$ cat config.mk
export PLATFORM = sky130hd
export DESIGN_NAME = coolrunner2_mc_regbank
export DESIGN_NICKNAME = d
export VERILOG_FILES = /design/src/rtl/coolrunner2_mc_regbank.sv
export SDC_FILE = /design/constraint.sdc
export NUM_CORES = 1
export LEC_CHECK = 0
export CORE_AREA = 5 5 82 84
export DETAILED_ROUTE_END_ITERATION = 12
export DIE_AREA = 0 0 87 89
export GPL_ROUTABILITY_DRIVEN = 0
export GPL_TIMING_DRIVEN = 0
export PLACE_DENSITY = 0.76
export SLEW_MARGIN = 20
export SYNTH_ARGS = -nofsm -noshare
export SYNTH_HDL_FRONTEND = slang
export SYNTH_SLANG_ARGS = --single-unit
$ cat constraint.sdc
create_clock -name C -period 1.4 [get_ports C]
set_clock_uncertainty 0.05 [all_clocks]
set_input_delay 0.21 -clock C [delete_from_list [all_inputs] [get_ports C]]
set_output_delay 0.21 -clock C [all_outputs]
set_load 0.02 [all_outputs]
$ cat src/rtl/coolrunner2_mc_regbank.sv
// Register column of one CoolRunner-II function block: D/T/bypass macrocell
// registers with product-term set/clear, clock enable, registered OE and a post-reset start-up hold.
module coolrunner2_mc_regbank #(
  parameter int          WIDTH          = 16,
  parameter logic [15:0] INIT           = 16'h0000,
  parameter int          REG_MODE       = 0,
  parameter int          STARTUP_CYCLES = 4,
  parameter int          FB_SEL         = 0
) (
  input  logic             C,
  input  logic             CLR_B,
  input  logic [WIDTH-1:0] D,
  input  logic [WIDTH-1:0] CE,
  input  logic [WIDTH-1:0] PRE,
  input  logic [WIDTH-1:0] CLR,
  input  logic [WIDTH-1:0] OE,
  output logic [WIDTH-1:0] Q,
  output logic [WIDTH-1:0] OE_Q,
  output logic [WIDTH-1:0] FB,
  output logic             READY
);

  localparam int              CW        = (STARTUP_CYCLES < 2) ? 1 : $clog2(STARTUP_CYCLES + 1);
  localparam logic [CW-1:0]   LAST      = CW'((STARTUP_CYCLES == 0) ? 0 : STARTUP_CYCLES - 1);
  localparam logic [WIDTH-1:0] INIT_W   = INIT[WIDTH-1:0];
  localparam bit              START_RUN = (STARTUP_CYCLES == 0);

  typedef enum logic {HOLD = 1'b0, RUN = 1'b1} state_t;

  state_t           state;
  logic [CW-1:0]    cnt;
  logic [WIDTH-1:0] q_reg;
  logic [WIDTH-1:0] d_eff;
  logic [WIDTH-1:0] q_next;

  // Clear beats preset, both beat the clock enable; bits never interact.
  always_comb begin
    d_eff  = (REG_MODE == 1) ? (q_reg ^ D) : D;
    q_next = (q_reg & ~CE) | (d_eff & CE);
    q_next = (q_next | PRE) & ~CLR;
  end

  always_ff @(posedge C or negedge CLR_B) begin
    if (!CLR_B) begin
      state <= START_RUN ? RUN : HOLD;
      cnt   <= '0;
      READY <= START_RUN;
      OE_Q  <= '0;
      q_reg <= INIT_W;
    end else begin
      case (state)
        HOLD: begin
          OE_Q <= '0;
          if (cnt == LAST) begin
            state <= RUN;
            READY <= 1'b1;
          end else begin
            cnt <= cnt + 1'b1;
          end
        end
        RUN: begin
          OE_Q <= OE;
          if (REG_MODE != 2) q_reg <= q_next;
        end
        default: state <= HOLD;
      endcase
    end
  end

  // Bypass mode passes D straight through once running, INIT while holding.
  assign Q  = (REG_MODE == 2) ? ((state == RUN) ? D : INIT_W) : q_reg;
  assign FB = (FB_SEL == 1) ? D : Q;

endmodule
==> results <==
==> routing by layer <==
metal / share of wire [%] / wire length, um / track usage, %
met4: 0.65 / 37 / 3.40
met2: 56 / 3220 / 28.8
met3: 7.3 / 419 / 4.15
met1: 36 / 2040 / 15.1
met5: 0 / 0 / 0
==> cell families (layout without fill, tap and decap cells) <==
family | after synthesis | count (layout)
adder cells (fa/ha/maj) | 2 | 2
flip-flops | 37 | 37
AO/OA/AOI/OAI | 35 | 35
XOR/XNOR | 1 | 1
multiplexers | 1 | 1
AND/OR/NAND/NOR | 33 | 33
buffers and inverters | 42 | 187
==> how the worst min path moves through the flow <==
stage	startpoint	slack (ns)	to
2_1_floorplan	CLR_B	-0.14	FB[0]$_DFFE_PN0P_
4_1_cts	CLR_B	0.22	OE_Q[11]$_DFF_PN0_
3_5_place_dp	CLR_B	0.009	OE_Q[11]$_DFF_PN0_
5_1_grt	CLR_B	0.27	OE_Q[11]$_DFF_PN0_
3_3_place_gp	READY$_DFFE_PN0P_	0.39	READY$_DFFE_PN0P_
6_report	CLR_B	0.25	OE_Q[11]$_DFF_PN0_
==> Yosys cell counts <==
| library cell | instances |
|---|---|
| mux2_4 | 1 |
| ha_1 | 2 |
| buf_4 | 17 |
| o21ai_1 | 4 |
| xnor2_1 | 1 |
| buf_2 | 1 |
| inv_1 | 18 |
| and2_1 | 16 |
| o21ai_0 | 14 |
| or2_1 | 1 |
| buf_6 | 4 |
| a221oi_2 | 9 |
| dfrtp_1 | 37 |
| nor4bb_1 | 16 |
| a221oi_1 | 7 |
| a21o_1 | 1 |
| clkbuf_1 | 2 |
==> per-stage QoR <==
stage | total power [W] | hold slack [ns] | setup WS, ns
after global routing | 0.00272 | 0.266 | -0.0693
after floorplan | 0.00145 | -0.136 | -0.0848
after global placement | 0.00190 | 0.390 | -0.826
after CTS | 0.00265 | 0.222 | -0.0648
after detailed placement | 0.00192 | 0.00864 | -0.142
final | 0.00259 | 0.249 | -0.0332
==> what timing repair did <==
item,CTS,global route
hold endpoints to repair,37,0
endpoints found under the setup margin,50,16
buffers inserted,5,1
pin swaps,3,3
resized for setup,66,15
hold buffers,1,0
==> registers in the layout, summed over array words and instances (netlist names) <==
name	flops
FB	16
READY	1
state	1
cnt	3
OE_Q	16
==> critical path, cell delays in order, from the launching register on <==
cell and delay (ns):
dfrtp_1 0.39, ha_2 0.20, ha_4 0.16, or2_4 0.23, mux2_4 0.30
==> layout make-up <==
cell class / count / share of cell area [%]
buffer: 23 / 5.34
timing repair buffer: 138 / 39.2
sequential: 37 / 28.4
inverter: 18 / 2.07
clock buffer: 5 / 2.11
clock inverter: 3 / 0.653
tap: 75 / 2.88
multi-input combinational: 72 / 19.3
==> power by group through the flow <==
stage	clock (W)	combinational, W	sequential, W
floorplan	0	0.000196	0.00125
global placement	0	0.000721	0.00118
CTS	0.000807	0.000685	0.00116
detailed placement	0	0.000740	0.00118
finish	0.000760	0.000668	0.00116
global route	0.000833	0.000717	0.00117
==> metrics.cfg <==
[outcome]
outcome = finished with violations
violations = setup timing

[pwr]
switching_share_pct = 27.6
p_per_area_nw_per_um2 = 794
pwr-share-clk_pct = 29.4
p_leak_nw = 1.48
peakVddDrop_v = 0.000600
pwr-share-seq_pct = 44.8
intPower_w = 0.00187
p_comb_share_pct = 25.8
p_switching_w = 0.000713

[global_routing]
grt_pass1_wl_um = 8730
grt_pass1_vias = 1842
antenna_found_initial = 0
grt_max_degree = 32
track_usage_pct = 14.6
overflow = 0

[clock_tree]
ctsRootBufferMaster = clkbuf_8
clkSlewWorstSetupHoldPaths_ns = 0.08
clock_sink_count = 37
numCtsBuffers = 5
cts_max_level = 2
clockBufferDepth = 2
tritoncts = done
clock_latency_ns = 0.29

[worst_setup_path]
worst_ep_required_time_ns = 1.53
start_kind = flip-flop
cp.arrival_ns = 1.56
rr_endpoint = cnt[1]$_DFFE_PN0P_
crit_start = cnt[1]$_DFFE_PN0P_
r2r_setup_slack_ns = -0.03
crit_path_max_fanout = 2
path_class = flip-flop to flip-flop
crit_path_end = cnt[1]$_DFFE_PN0P_
cp-end-kind = flip-flop
reg2reg_from = cnt[1]$_DFFE_PN0P_
reg2reg_depth = 4

[sta]
drv_slew = 0
setup_slack_ns = -0.0332
timing.final.crit_share_pct = 102
hold_viol = 0
fin_crit_ns = 1.43
rsz0062_at_grt = yes
final.setup.tns_ns = -0.0373
max_slew.worst_pin.slew_ns = 0.420
fmax_ghz = 0.698
slew_headroom_pct = 72.0
setup_viol = 2

[die]
ios = 131
die-height_um = 89
rows = 28
core_sq_um = 5850
start_util_pct = 30.6
die_x_um = 87
dieArea_sq_um = 7740

[logic_synthesis]
synthXorXnorAreaFrac_pct = 0.490
synth_top_cell_area_share_pct = 51.8
synth_compound_area_share_pct = 16.4
synthMuxAreaShare_pct = 0.840
syn_inst = 151
synth.avg_cell_area_sq_um = 11.8
synth_top_family_by_area = compound AO/OA/AOI/OAI gates
yosysTopAreaCell = dfrtp_1
ys_warn_count = 0
synth_simple_gate_area_share_pct = 14.9
ys_seq_area_share_pct = 51.8
synth.top_cells.by_area = dfrtp_1, nor4bb_1, a221oi_2
synthAdderAreaFrac_pct = 1.40
mappedNetlistArea_sq_um = 1790
ys_types = 17
syn-num-nets = 235
ys_seq_elements = 37

[detailed_routing]
via_count = 1693
viasPerCell = 4.56
drc = 0
drt_iter0_markers = 48
routed_wl_um = 5720
wl_per_cell_um = 15.4
drtPass1Iterations = 4
ant_nets = 0

[layout]
regArea_sq_um = 926
instances_no_fill = 371
fin_area_sq_um = 3260
diodes = 0
multiInputGateArea_sq_um = 631
fillers = 536
drive_gt1_share_pct = 20.9
fin_util_pct = 55.7
syn2layout_area_growth_pct = 82.3
fin_nets = 379
final_common_cell = clkdlybuf4s50_1
final_cell_mix = clkdlybuf4s50_1, dfrtp_1, dlygate4sd2_1, buf_4, inv_1

[placed_design]
portBuffers = 130
postPlaceCellArea_sq_um = 3200
dp_hpwl_um = 4520
post-place-cells = 357

[flow_run]
maxCapViolations = 0

[worst_hold_path]
hold_path.class = input pin to async pin

Power figures use the tool's default switching activity.
